$ cat src/rtl/rgb_led_sequencer.sv
// rgb_led_sequencer: multi-channel RGB LED pattern generator.
//
// A programmable prescaler emits a one-cycle tick every period+1 clocks (or one
// tick per step pulse while en is low). Each tick advances a 3-bit colour
// sequence: count up, count down, walk a one-hot bit, or hold. Every channel
// shows the sequence (optionally inverted), gated by a PWM brightness dimmer.
//
// Ports:
//   clk          system clock
//   rst_n        asynchronous active-low reset
//   en           1 = prescaler runs and auto-advances
//   mode         0 up, 1 down, 2 walk, 3 hold
//   period       tick every period+1 cycles
//   step         single-step request, honoured only while en=0
//   brightness   PWM duty; 0 = off, all-ones = always on
//   invert_mask  bit i inverts the colour of channel i
//   rgb          channel i on rgb[3i+2:3i] (R,G,B), registered
//   seq          current sequence value
//   tick         one-cycle strobe, high in the cycle seq shows its new value
module rgb_led_sequencer #(
  parameter int unsigned NUM_CH   = 2,
  parameter int unsigned CNT_W    = 32,
  parameter int unsigned PWM_BITS = 4
) (
  input  logic                  clk,
  input  logic                  rst_n,
  input  logic                  en,
  input  logic [1:0]            mode,
  input  logic [CNT_W-1:0]      period,
  input  logic                  step,
  input  logic [PWM_BITS-1:0]   brightness,
  input  logic [NUM_CH-1:0]     invert_mask,
  output logic [3*NUM_CH-1:0]   rgb,
  output logic [2:0]            seq,
  output logic                  tick
);

  logic [CNT_W-1:0]    cnt_q, cnt_d;
  logic [PWM_BITS-1:0] pwm_cnt_q, pwm_cnt_d;
  logic [2:0]          seq_q, seq_d;
  logic                tick_q, tick_d;
  logic [3*NUM_CH-1:0] rgb_q, rgb_d;
  logic                pwm_on;

  // Prescaler. The >= compare makes a period lowered mid-count tick on the next
  // edge instead of counting up through the full counter range.
  always_comb begin
    cnt_d  = cnt_q;
    tick_d = 1'b0;
    if (en) begin
      if (cnt_q >= period) begin
        cnt_d  = '0;
        tick_d = 1'b1;
      end else begin
        cnt_d = cnt_q + CNT_W'(1);
      end
    end else begin
      // Count is frozen, not cleared, so re-enabling resumes where it left off.
      tick_d = step;
    end
  end

  // Sequence advances on the same edge that raises tick.
  always_comb begin
    seq_d = seq_q;
    if (tick_d) begin
      unique case (mode)
        2'd0: seq_d = seq_q + 3'd1;
        2'd1: seq_d = seq_q - 3'd1;
        2'd2: begin
          unique case (seq_q)
            3'b001:  seq_d = 3'b010;
            3'b010:  seq_d = 3'b100;
            default: seq_d = 3'b001; // recovers from any non-one-hot value
          endcase
        end
        default: seq_d = seq_q;
      endcase
    end
  end

  // Free-running PWM frame counter, independent of en.
  assign pwm_cnt_d = pwm_cnt_q + PWM_BITS'(1);
  assign pwm_on    = (brightness == {PWM_BITS{1'b1}}) || (pwm_cnt_q < brightness);

  // Output stage samples the current seq, so rgb lags seq by one cycle.
  always_comb begin
    rgb_d = '0;
    for (int i = 0; i < int'(NUM_CH); i++) begin
      rgb_d[3*i +: 3] = pwm_on ? (seq_q ^ {3{invert_mask[i]}}) : 3'b000;
    end
  end

  always_ff @(posedge clk or negedge rst_n) begin
    if (!rst_n) begin
      cnt_q     <= '0;
      pwm_cnt_q <= '0;
      seq_q     <= '0;
      tick_q    <= 1'b0;
      rgb_q     <= '0;
    end else begin
      cnt_q     <= cnt_d;
      pwm_cnt_q <= pwm_cnt_d;
      seq_q     <= seq_d;
      tick_q    <= tick_d;
      rgb_q     <= rgb_d;
    end
  end

  assign rgb  = rgb_q;
  assign seq  = seq_q;
  assign tick = tick_q;

endmodule

$ cat config.mk
export PLATFORM = sky130hd
export DESIGN_NAME = rgb_led_sequencer
export DESIGN_NICKNAME = d
export VERILOG_FILES = /design/src/rtl/rgb_led_sequencer.sv
export SDC_FILE = /design/constraint.sdc
export NUM_CORES = 1
export LEC_CHECK = 0
export CORE_ASPECT_RATIO = 0.9
export CORE_MARGIN = 2
export CORE_UTILIZATION = 55
export CTS_CLUSTER_SIZE = 25
export DETAILED_ROUTE_END_ITERATION = 8
export DONT_BUFFER_PORTS = 1
export GPL_ROUTABILITY_DRIVEN = 0
export GPL_TIMING_DRIVEN = 0
export HOLD_SLACK_MARGIN = 0.02
export PLACE_DENSITY = 0.7
export SYNTH_ARGS = -nofsm -noshare
export SYNTH_HDL_FRONTEND = slang
export SYNTH_SLANG_ARGS = --single-unit
$ cat constraint.sdc
create_clock -name clk -period 3.1 [get_ports clk]
set_input_delay 0.93 -clock clk [delete_from_list [all_inputs] [get_ports clk]]
set_output_delay 0.93 -clock clk [all_outputs]
set_load 0.02 [all_outputs]
Yosys cells after proc, flatten, opt, wreduce, memory -nomap -nowiden:

Cells that the tools add are included.

* register bits after elaboration: 46
* output and inout bits: 10
* logic and storage cells: 29

* equality and inequality tests: 5
* reduce and logical (&&, ||, !) cells: 4
* bitwise operators: 2
* muxes and demuxes: 7
* add/sub/neg operators: 4
* order comparisons: 2

Operators with widths (count)
* $add 32x1->32 const B: 1
* $ge 32x32->1: 1
* $mux 32: 1
* $pmux 3 s3: 1
* $mux 3: 2
* $pmux 3 s2: 1
* $xor 3x3->3: 2
* $add 4x1->4 const B: 1
* $eq 4x4->1 const B: 1
* $lt 4x4->1: 1
* $add 3x1->3 const B: 1
* $eq 3x1->1 const B: 1
* $eq 3x2->1 const B: 1
* $reduce_bool 3->1: 1
* $sub 3x1->3 const B: 1
* $eq 2x1->1 const B: 1
* $eq 2x2->1 const B: 1
* $logic_not 2->1: 1
* $mux 1: 2
* $reduce_and 2->1: 1
* $logic_or 1x1->1: 1

Longest topological paths before layout:

* depth after elaboration: 4
* mapped depth: 10
* gate-level depth less buffers: 8

Least setup slack after synthesis:

Ideal clock, no wire load.

* path type: input to register
* start point: input period[31]
* end point: register seq_q[0] (netlist: seq[0])
* stages: 8
* arrival time: 2.619 ns
* path buffers: 0
* required time: 2.972 ns
* path slack: 0.354 ns
* path through: inv_1 > ha_1 > nand4_1 > nor4_1 > a21oi_1 > a31oi_4 > o31a_1 > mux2_1

* longest elaborated chain between the ends: 4

RTL lines
* start, declared: RTL line 29 `input logic [CNT_W-1:0] period,`
* $ge 32x32->1: RTL line 51 `if (cnt_q >= period) begin`
* $mux 1: RTL line 51
* $mux 1: RTL line 50 `if (en) begin`
* $reduce_and 2->1 (no source line)
* end signal, assigned: RTL line 104 `seq_q <= seq_d;`
* end, declared: RTL line 40 `logic [2:0] seq_q, seq_d;`

Every way passes these cells.
A chain may end at the register's enable or synchronous reset.

Worst setup path in the final report:

* start point: input period[31]
* end point: register seq_q[1] (netlist: seq[1])

Same word-level chain as after synthesis.

==> flow_summary_export.csv <==
group,metric,value,unit
finish,diodes,0,
yosys,yosysWarnings,0,
sta,setup_ws,0.292,ns
cts,cts_root_buf,"clkbuf_8",
yosys,synth_flop_cell,"dfrtp_1",
setup_path,critical-path-max-stage-delay,0.49,ns
setup_path,path_buf_inv,1,
setup_path,startpoint_type,"input pin",
setup_path,required,3.28,ns
cts,cts_setup_buffers,0,
die,die-area,0.00647,sq mm
detailed_routing,post-route-drc-count,0,
yosys,synth-edff-count,0,
cts,insertion_delay,0.29,ns
sta,skew,0.00553,ns
cts,clkSlewWorstSetupHoldPaths,0.08,ns
power_and_ir_drop,powerDensity,503,mW/mm^2
sta,max_freq,356,MHz
placed_design,io_buffer_count,0,
placed_design,dpl.hpwl,4750,um
finish,synthToLayoutAreaGrowth,6.23,%
yosys,yosysSeqAreaShare,35.8,%
yosys,synth_nets,441,
finish,nets,448,
sta,fin_crit,2.81,ns
cts,cts_buffer_depth,2,
setup_path,endpoint_kind,"flop",
yosys,synth-seq-cells,46,
status,status,"completed",
yosys,ys_types,47,
setup_path,arrival,2.99,ns
setup_path,path_delay_family,"compound AO/OA/AOI/OAI gates",
die,die_w,84.6,um
cts,cts_resized,0,
sta,rsz0062_at_grt,"no",
die,num_io_pins,54,
yosys,async_reset_ff_share,100,%
placed_design,pre_cts_ws,-0.0251,ns
sta,setup_viol,0,
global_route,track_usage,19.8,%
die,std_cell_rows,26,
yosys,synth_area_leaders,"dfrtp_1 36%, ha_1 17%, inv_1 5.5%",
sta,period_share,90.6,%
yosys,syn_avg_cell_area,9.10,sq um
sta,worst_slew_pin_slew,0.533,ns
cts,cts_buffers,5,
job,max_cap_viol_count,0,
cts,cts_max_level,2,
die,die_h,76.5,um
global_route,antenna_found_initial,0,
setup_path,slowest_stage,"nor4_1",
global_route,grt_pass1_wl,10400,um
yosys,netlist_area,0.00321,sq mm
die,core_area,0.00566,sq mm
detailed_routing,avgRoutedWirePerCell,13.8,um
setup_path,cp_cell_sequence,"inv_1, ha_1, nand4_1, nor4_1, a21oi_1, a31oi_4, o31a_1, mux2_1",
detailed_routing,wl,5960,um
finish,drive_above_1_share,7.50,%
global_route,grt_overflow_total,0,
detailed_routing,dr_total_vias,2343,
cts,tritoncts,"done",
sta,tns,0,ns
sta,report.final.slew_viol_count,0,
cts,cts_hold_buf,0,
setup_path,path_max_fanout,7,
global_route,grt_max_degree,47,
die,start_util,56.8,%
sta,relSlewSlack,63.5,%
min_path,hold_class,"in2async",
detailed_routing,first_pass_iters,4,
cts,cts_sinks,46,
sta,finalHoldViolCount,0,
setup_path,critical_path_class,"in2reg",
power_and_ir_drop,p_leak,1.77,nW
yosys,netlist_instances,353,
detailed_routing,ant_nets,0,
detailed_routing,routed_via_density,5.45,
yosys,yosysTopAreaCell,"dfrtp_1",
detailed_routing,drtIter0Drc,75,
power_and_ir_drop,vdd_drop_max,312,uV
global_route,grt_pass1_vias,2338,
yosys,yosysTopAreaCellShare,35.8,%
## worst paths after layout
check	startpoint	endpoint	slack, ns	cells after the start
setup / recovery	period[31]	seq[1]	0.29	8
hold reg to reg	pwm_cnt_q[0]	pwm_cnt_q[0]	0.48	1
setup reg to reg	cnt_q[0]	seq[1]	0.51	8
max in group asynchronous	rst_n	pwm_cnt_q[3]	2.68	0
min in group clk	pwm_cnt_q[0]	pwm_cnt_q[0]	0.48	1
hold / removal	rst_n	cnt_q[12]	0.33	0
## power by group
part	switching, mW	leakage [nW]	internal (mW)	total, mW
Combinational	0.184	1.12	0.183	0.367
Sequential	0.204	0.595	0.695	0.899
Clock	0.194	0.0573	0.258	0.452
Total	0.582	1.77	1.14	1.72
## Yosys cell counts (all sizes together), types with 2 or more instances
library cell and number:
o2bb2ai 2, o21ai 12, xnor2 20, mux2 2
nor2 51, nand2b 2, buf 5, ha 44
or4 2, inv 47, dfrtp 46, nand4 8
nand2 26, a211oi 3, and3 5, nor2b 3
nand3 14, or3 2, xor2 15, a21oi 19
nor3 5, a21o 5
## kinds of logic (layout without fill, tap and decap cells)
kind of cell,after synthesis,after routing,synth area share [%]
fa+ha+maj,44,44,17.1
flops,46,46,35.8
buf+inv,52,59,7.01
xor+xnor,35,35,9.54
compound gates,50,50,10.1
mux,3,3,1.01
simple gates,123,123,19.4
## final cells by class
type                       instances  area, sq um
inverter                          47          176
tap                               70         87.6
clock inverter                     1         30.0
clock buffer                       6         82.6
fill                             517         2250
sequential                        46         1150
multi-input combinational        255         1840
buffer                             5         48.8
## cells in the final DEF (no fill, tap or decap), drive strengths merged, types with 2 or more instances in the layout
master	count
clkbuf	6
and3	5
a211oi	3
nand3	14
a21oi	19
mux2	2
dfrtp	46
nand2	26
nand2b	2
o21ai	12
xor2	15
a21o	5
o2bb2ai	2
nor2	51
nor2b	3
buf	5
or4	2
inv	47
or3	2
nor3	5
ha	44
xnor2	20
nand4	8
## per-stage QoR
stage	hold slack, ns	util, %	power [mW]	instances	instance area (sq um)
after floorplan	0.434	-	1.18	353	3210
after global placement	0.463	58.3	1.25	423	3300
after detailed placement	0.471	58.3	1.28	423	3300
after CTS	0.313	60.3	1.73	430	3410
after global routing	0.305	60.3	1.84	430	3410
final	0.327	60.3	1.72	430	3410
## layer usage
| layer | up-vias | share of wire (%) | GRT usage (%) | routed length, um |
|---|---|---|---|---|
| li1 | 1192 | - | - | - |
| met1 | 1107 | 47 | 26.9 | 2780 |
| met2 | 39 | 49 | 32.5 | 2890 |
| met3 | 5 | 3.8 | 4.01 | 228 |
| met4 | 0 | 0.91 | 4.60 | 54 |
| met5 | - | 0 | 0 | 0 |
## state kept, by name, indices dropped and copies added (netlist names)
name / count
cnt_q: 32
rgb: 6
pwm_cnt_q: 4
seq: 3
tick: 1
(Power assumes the default switching activity.)
